--- config.mk ---
export PLATFORM = sky130hd
export DESIGN_NAME = serdes_link
export DESIGN_NICKNAME = d
export VERILOG_FILES = /design/src/rtl/serdes_pkg.sv /design/src/rtl/serdes_rx_deser.sv /design/src/rtl/serdes_link.sv
export SDC_FILE = /design/constraint.sdc
export NUM_CORES = 1
export LEC_CHECK = 0
export BUFFER_PORTS_ARGS = -buffer_cell sky130_fd_sc_hd__buf_2
export CAP_MARGIN = 10
export CELL_PAD_IN_SITES_DETAIL_PLACEMENT = 2
export CELL_PAD_IN_SITES_GLOBAL_PLACEMENT = 2
export CORE_MARGIN = 5
export CORE_UTILIZATION = 30
export CTS_CLUSTER_DIAMETER = 60
export DETAILED_ROUTE_END_ITERATION = 6
export HOLD_SLACK_MARGIN = 0.03
export PLACE_DENSITY = 0.64
export SKIP_CTS_REPAIR_TIMING = 1
export SLEW_MARGIN = 10
export SYNTH_ARGS = -nofsm -noshare
export SYNTH_HDL_FRONTEND = slang
export SYNTH_SLANG_ARGS = --single-unit
--- constraint.sdc ---
create_clock -name clk -period 1.6 [get_ports clk]
set_input_delay 0.16 -clock clk [delete_from_list [all_inputs] [get_ports clk]]
set_output_delay 0.16 -clock clk [all_outputs]
set_load 0.02 [all_outputs]
--- src/rtl/serdes_pkg.sv ---
// Shared FSM state type and sizing helpers for the serdes_link serial link.
// Defining SERDES_PARITY_EN adds an even-parity bit to every frame.
package serdes_pkg;

  typedef enum logic [2:0] {
    StIdle,
    StStart,
    StData,
    StParity,
    StStop
  } state_e;

`ifdef SERDES_PARITY_EN
  localparam int unsigned ParityBits = 1;
`else
  localparam int unsigned ParityBits = 0;
`endif

  // Serial bits per frame: start + data + optional parity + stop.
  function automatic int unsigned frame_len(input int unsigned w);
    return w + 2 + ParityBits;
  endfunction

  // Counter width able to hold 0..n-1, never narrower than one bit.
  function automatic int unsigned cnt_width(input int unsigned n);
    return (n > 1) ? $clog2(n) : 1;
  endfunction

endpackage

--- src/rtl/serdes_rx_deser.sv ---
// Serial receiver: 2-flop synchroniser, mid-bit sampling FSM and shift register.
// Emits a word with registered good/frame/parity strobes; parity check under SERDES_PARITY_EN.
module serdes_rx_deser
  import serdes_pkg::*;
#(
  parameter int unsigned W   = 8,
  parameter int unsigned DIV = 4
) (
  input  logic         clk_i,
  input  logic         rst_ni,
  input  logic         line_i,
  output logic [W-1:0] word_o,
  output logic         good_o,
  output logic         frame_err_o,
  output logic         parity_err_o
);

  localparam int unsigned CntW = cnt_width(DIV);
  localparam int unsigned IdxW = cnt_width(frame_len(W));
  localparam logic [CntW-1:0] CntLast = CntW'(DIV - 1);
  localparam logic [CntW-1:0] CntHalf = CntW'(DIV / 2 - 1);
  localparam logic [IdxW-1:0] IdxLast = IdxW'(W - 1);

  logic            sync1_q, sync2_q;
  logic            line;
  state_e          state_q;
  logic [CntW-1:0] cnt_q;
  logic [IdxW-1:0] idx_q;
  logic [W-1:0]    sh_q, sh_next, word_q;
  logic            par_bad;
  logic            good_q, frame_err_q, parity_err_q;

  // Synchroniser resets to the idle (high) line level so reset cannot fake a start bit.
  always_ff @(posedge clk_i or negedge rst_ni) begin
    if (!rst_ni) begin
      sync1_q <= 1'b1;
      sync2_q <= 1'b1;
    end else begin
      sync1_q <= line_i;
      sync2_q <= sync1_q;
    end
  end

  assign line = sync2_q;

  // LSB arrives first, so new bits enter at the top and walk down.
  if (W == 1) begin : gen_sh_one
    assign sh_next = line;
  end else begin : gen_sh_multi
    assign sh_next = {line, sh_q[W-1:1]};
  end

`ifdef SERDES_PARITY_EN
  logic par_q;
  assign par_bad = par_q;
`else
  assign par_bad = 1'b0;
`endif

  always_ff @(posedge clk_i or negedge rst_ni) begin
    if (!rst_ni) begin
      state_q      <= StIdle;
      cnt_q        <= '0;
      idx_q        <= '0;
      sh_q         <= '0;
      word_q       <= '0;
      good_q       <= 1'b0;
      frame_err_q  <= 1'b0;
      parity_err_q <= 1'b0;
`ifdef SERDES_PARITY_EN
      par_q        <= 1'b0;
`endif
    end else begin
      good_q       <= 1'b0;
      frame_err_q  <= 1'b0;
      parity_err_q <= 1'b0;
      unique case (state_q)
        StIdle: begin
          if (!line) begin
            cnt_q   <= '0;
            state_q <= StStart;
          end
        end
        StStart: begin
          // Recheck at mid start bit; a high line here was only a glitch.
          if (cnt_q == CntHalf) begin
            cnt_q   <= '0;
            idx_q   <= '0;
`ifdef SERDES_PARITY_EN
            par_q   <= 1'b0;
`endif
            state_q <= line ? StIdle : StData;
          end else begin
            cnt_q <= cnt_q + 1'b1;
          end
        end
        StData: begin
          if (cnt_q == CntLast) begin
            cnt_q <= '0;
            sh_q  <= sh_next;
`ifdef SERDES_PARITY_EN
            par_q <= par_q ^ line;
`endif
            if (idx_q == IdxLast) begin
`ifdef SERDES_PARITY_EN
              state_q <= StParity;
`else
              state_q <= StStop;
`endif
            end else begin
              idx_q <= idx_q + 1'b1;
            end
          end else begin
            cnt_q <= cnt_q + 1'b1;
          end
        end
        StParity: begin
          if (cnt_q == CntLast) begin
            cnt_q   <= '0;
`ifdef SERDES_PARITY_EN
            par_q   <= par_q ^ line;
`endif
            state_q <= StStop;
          end else begin
            cnt_q <= cnt_q + 1'b1;
          end
        end
        StStop: begin
          // Back to idle straight from mid stop bit so a following start is not missed.
          if (cnt_q == CntLast) begin
            cnt_q        <= '0;
            state_q      <= StIdle;
            frame_err_q  <= ~line;
            parity_err_q <= par_bad;
            if (line && !par_bad) begin
              good_q <= 1'b1;
              word_q <= sh_q;
            end
          end else begin
            cnt_q <= cnt_q + 1'b1;
          end
        end
        default: state_q <= StIdle;
      endcase
    end
  end

  assign word_o       = word_q;
  assign good_o       = good_q;
  assign frame_err_o  = frame_err_q;
  assign parity_err_o = parity_err_q;

endmodule

--- src/rtl/serdes_link.sv ---
// Framed serial link: TX serializer FSM, RX deserializer, 1-entry output buffer, loopback mux.
// SERDES_PARITY_EN enables an even-parity bit after the data bits.
module serdes_link
  import serdes_pkg::*;
#(
  parameter int unsigned W   = 8,
  parameter int unsigned DIV = 4
) (
  input  logic         clk,
  input  logic         nreset,
  input  logic [W-1:0] in_data,
  input  logic         in_valid,
  output logic         in_ready,
  output logic [W-1:0] out_data,
  output logic         out_valid,
  input  logic         out_ready,
  output logic         ser_tx,
  input  logic         ser_rx,
  input  logic         lb_en,
  output logic         err_frame,
  output logic         err_parity,
  output logic         err_overrun
);

  if (W < 1 || W > 32) begin : gen_bad_w
    $error("serdes_link: W must be in 1..32");
  end
  if (DIV < 2 || (DIV % 2) != 0) begin : gen_bad_div
    $error("serdes_link: DIV must be even and >= 2");
  end

  localparam int unsigned CntW = cnt_width(DIV);
  localparam int unsigned IdxW = cnt_width(frame_len(W));
  localparam logic [CntW-1:0] CntLast = CntW'(DIV - 1);
  localparam logic [IdxW-1:0] IdxLast = IdxW'(W - 1);

  state_e          tx_state_q;
  logic [CntW-1:0] tx_cnt_q;
  logic [IdxW-1:0] tx_idx_q;
  logic [W-1:0]    tx_sh_q, tx_sh_next;
  logic            ser_tx_q, in_ready_q;

`ifdef SERDES_PARITY_EN
  logic tx_par_q;
`endif

  assign tx_sh_next = tx_sh_q >> 1;

  always_ff @(posedge clk or negedge nreset) begin
    if (!nreset) begin
      tx_state_q <= StIdle;
      tx_cnt_q   <= '0;
      tx_idx_q   <= '0;
      tx_sh_q    <= '0;
      ser_tx_q   <= 1'b1;
      in_ready_q <= 1'b1;
`ifdef SERDES_PARITY_EN
      tx_par_q   <= 1'b0;
`endif
    end else begin
      unique case (tx_state_q)
        StIdle: begin
          if (in_valid) begin
            tx_sh_q    <= in_data;
`ifdef SERDES_PARITY_EN
            tx_par_q   <= ^in_data;
`endif
            tx_cnt_q   <= '0;
            ser_tx_q   <= 1'b0;
            in_ready_q <= 1'b0;
            tx_state_q <= StStart;
          end
        end
        StStart: begin
          if (tx_cnt_q == CntLast) begin
            tx_cnt_q   <= '0;
            tx_idx_q   <= '0;
            ser_tx_q   <= tx_sh_q[0];
            tx_state_q <= StData;
          end else begin
            tx_cnt_q <= tx_cnt_q + 1'b1;
          end
        end
        StData: begin
          if (tx_cnt_q == CntLast) begin
            tx_cnt_q <= '0;
            if (tx_idx_q == IdxLast) begin
`ifdef SERDES_PARITY_EN
              ser_tx_q   <= tx_par_q;
              tx_state_q <= StParity;
`else
              ser_tx_q   <= 1'b1;
              tx_state_q <= StStop;
`endif
            end else begin
              tx_idx_q <= tx_idx_q + 1'b1;
              tx_sh_q  <= tx_sh_next;
              ser_tx_q <= tx_sh_next[0];
            end
          end else begin
            tx_cnt_q <= tx_cnt_q + 1'b1;
          end
        end
        StParity: begin
          if (tx_cnt_q == CntLast) begin
            tx_cnt_q   <= '0;
            ser_tx_q   <= 1'b1;
            tx_state_q <= StStop;
          end else begin
            tx_cnt_q <= tx_cnt_q + 1'b1;
          end
        end
        StStop: begin
          if (tx_cnt_q == CntLast) begin
            tx_cnt_q   <= '0;
            in_ready_q <= 1'b1;
            tx_state_q <= StIdle;
          end else begin
            tx_cnt_q <= tx_cnt_q + 1'b1;
          end
        end
        default: begin
          ser_tx_q   <= 1'b1;
          in_ready_q <= 1'b1;
          tx_state_q <= StIdle;
        end
      endcase
    end
  end

  assign ser_tx   = ser_tx_q;
  assign in_ready = in_ready_q;

  logic         rx_line;
  logic [W-1:0] rx_word;
  logic         rx_good, rx_frame_err, rx_parity_err;

  assign rx_line = lb_en ? ser_tx_q : ser_rx;

  serdes_rx_deser #(
    .W   (W),
    .DIV (DIV)
  ) u_rx (
    .clk_i        (clk),
    .rst_ni       (nreset),
    .line_i       (rx_line),
    .word_o       (rx_word),
    .good_o       (rx_good),
    .frame_err_o  (rx_frame_err),
    .parity_err_o (rx_parity_err)
  );

  logic [W-1:0] out_data_q;
  logic         out_valid_q, err_overrun_q;

  // A held, untaken word has priority: the newcomer is dropped and flagged.
  always_ff @(posedge clk or negedge nreset) begin
    if (!nreset) begin
      out_data_q    <= '0;
      out_valid_q   <= 1'b0;
      err_overrun_q <= 1'b0;
    end else begin
      err_overrun_q <= 1'b0;
      if (rx_good) begin
        if (!out_valid_q || out_ready) begin
          out_data_q  <= rx_word;
          out_valid_q <= 1'b1;
        end else begin
          err_overrun_q <= 1'b1;
        end
      end else if (out_ready) begin
        out_valid_q <= 1'b0;
      end
    end
  end

  assign out_data    = out_data_q;
  assign out_valid   = out_valid_q;
  assign err_overrun = err_overrun_q;
  assign err_frame   = rx_frame_err;
  assign err_parity  = rx_parity_err;

endmodule

==> metrics <==
status=finished, violations left; failing checks=negative setup slack; Root Buffer=clkbuf_8; Syn Area/Cell=12.0 um2; Yosys warning total=0; number of synthesized register bits=58; Slew Limit Fails=0; Post-synth ARST share=100%; WL final=6610 um; critical path's slowest cell=or4b_4; num rows=34; post-synthesis compound-gate area fraction=9.97%; CP arrival=1.87 ns; antenna violations before repair=0; R2R Setup Slk=-0.05 ns; clk_lat worst skew=0.34 ns; Ports=28; vias after detailed routing=1994; CTS tree=done; Synth top area share=49.6%; Hold Path Sink=tx_sh_q[7]$_DFFE_PN0P_; worst hold path startpoint=in_data[7]; depth of the CTS H-tree=3; Power Dens Cells=1880 nW/um2; fin crit period=1.65 ns; top_reg_cell synth=dfrtp_1; Setup crit end kind=flip-flop; Top delay family on crit path=simple AND/OR/NAND/NOR gates; FMAX=605 MHz; post-synthesis xor/xnor area fraction=0%; Post-Synth Adder-Cell Area=2.76%; global-route wire length before repair=11100 um; R2R cell count=4; clk_skew=0.0147 ns; max_cap viols=0; # port buffers=26; dpl hpwl=4250 um; GPL Wtd Cong=0.714; Final Hold Fails=0; crit-path max FO=8; EDFF count, synth=0; total negative slack=-0.336 ns; syn nets=247; Initial DRC Count=27; Worst-path clk slew=0.08 ns; Bufs on Longest Clock Path=2; biggest cell delay along the critical path=0.57 ns; Mapped Area=2720 um2; simple-gate portion of the synthesized area=12.5%; main combinational cell family by area after synthesis=multiplexers; Worst Path Buf+Inv=1; grt ovf=0; RSZ-0062 raised after global routing=true; Area contributors post-synth=dfrtp_1, mux2_2, dfstp_2; Post-DRT Antenna Nets=0; vias per cell=5.01; worst hold path class=in2reg; Final Util=40.7%; most numerous cell in the Yosys netlist=dfrtp_1; Final setup violation count=7; Layout area overhead=31.1%; Mapped Cells=227; CORE AREA=8760 um2; sequential area share after synthesis=53.5%; placed inst area=3150 um2; Total GRT Usage=12.3%; mux share of post-synthesis cell area=17.2%; Antenna Cells=0; DR DRC count=0; number of CTS-inserted buffers=9; Design Area, Final=3570 um2; crit path setup slack, layout=-0.0518 ns; WHS Path Cells=3; vias in the first global route=2225; ratio of final minimum period to clock period=103%; Worst R2R End=tx_sh_q[0]$_DFFE_PN0P_; First-pass DRT Iterations=4; Die W=105 um; fin cells=398; P_leak=1.67 nW; per-cell routed wire length=16.6 um; worst r2r src=tx_state_q[0]$_DFFE_PN0P_; Final nets=305; Die ar.=11100 um2; list of most frequent post-synthesis cells=dfrtp_1, mux2_2, inv_1, nor2_1, o21ai_0; TritonCTS Sinks=58; post-synthesis cell type count=47; placed cells=376; Synth area leader=dfrtp_1; chip height=105 um; largest net degree at the start of global routing=59; worst setup path category=reg2reg; Starting Density=31.1%; CP Launch Type=flip-flop; Max VDD drop=0.731 mV; CP required=1.82 ns; layout cell share with drive strength beyond 1=45.9%; CP cell instances=or4b_4 -> o21ai_4 -> buf_12 -> mux2_4
## cell families after synthesis
group	Yosys count
other	1
buffers and inverters	24
flip-flops	58
multiplexers	42
adder cells (fa/ha/maj)	6
AND/OR/NAND/NOR	56
AO/OA/AOI/OAI	40
## worst max path at each step
stage,from,endpoint,slack (ns),cells after the start
2_1_floorplan,tx_idx_q[0]$_DFFE_PN0P_,tx_sh_q[0]$_DFFE_PN0P_,0.003,5
4_1_cts,tx_state_q[0]$_DFFE_PN0P_,tx_sh_q[1]$_DFFE_PN0P_,-0.07,4
6_report,tx_state_q[0]$_DFFE_PN0P_,tx_sh_q[0]$_DFFE_PN0P_,-0.05,4
3_3_place_gp,tx_state_q[0]$_DFFE_PN0P_,tx_sh_q[3]$_DFFE_PN0P_,0.03,3
3_5_place_dp,tx_idx_q[0]$_DFFE_PN0P_,tx_sh_q[3]$_DFFE_PN0P_,-0.01,4
5_1_grt,u_rx.cnt_q[0]$_DFFE_PN0P_,u_rx.word_o[2]$_DFFE_PN0P_,-0.09,5
## where the power goes
group,total [mW],internal [mW],switching (mW)
logic,2.74,1.47,1.27
registers,2.28,1.94,0.341
clock network,1.69,1.05,0.647
## flip-flops by register name (all words and copies together) (netlist names)
| signal | flops |
|---|---|
| tx_sh_q | 8 |
| tx_cnt_q | 2 |
| tx_idx_q | 4 |
| out_data | 8 |
| in_ready | 1 |
| ser_tx | 1 |
| u_rx.good_o | 1 |
| out_valid | 1 |
| u_rx.sync1_q | 1 |
| u_rx.state_q | 3 |
| err_overrun | 1 |
| u_rx.cnt_q | 2 |
| u_rx.sh_q | 8 |
| u_rx.line | 1 |
| tx_state_q | 3 |
| u_rx.word_o | 8 |
| u_rx.idx_q | 4 |
| u_rx.frame_err_o | 1 |
## area by class of cell
cell class / count / area [um2]
flip-flops and latches: 58 / 1460
multi-input cells: 145 / 1270
inverters: 11 / 41.3
well taps: 108 / 135
repair buffers: 60 / 420
clock inverters: 7 / 125
fillers: 906 / 5190
clock buffers: 9 / 124
## cell usage in the layout (no fill, tap or decap), drive strengths merged, types with 3 or more instances in the layout
master,instances
nand2b,4
nor3,6
clkinv,3
buf,59
inv,12
o21ai,12
nand3b,4
o211ai,3
nor3b,4
bufinv,3
mux2,39
nand4bb,3
dfstp,4
dfrtp,54
mux2i,3
nor2,11
a21oi,7
ha,6
clkbuf,9
nand2,7
## worst register-to-register path: stages, from the launching register on
cell	delay, ns
dfrtp_1	0.42
or4b_4	0.57
o21ai_4	0.09
buf_12	0.15
mux2_4	0.30
## layer usage
layer / part of all wire [%] / global-route usage [%]
met4: 0.76 / 3.56
met1: 44 / 15.0
met3: 3.8 / 4.22
met5: 0 / 0
met2: 51 / 20.6
## stage by stage
step,hold WS [ns],setup WS (ns),power [mW]
after floorplan,-0.136,0.00333,3.79
after global placement,0.196,0.0259,4.60
after detailed placement,0.197,-0.0141,4.71
after CTS,-0.183,-0.0700,6.48
after global routing,0.0674,-0.0903,7.20
final,0.0864,-0.0518,6.72
No activity file was read; power rests on OpenSTA's default activity.
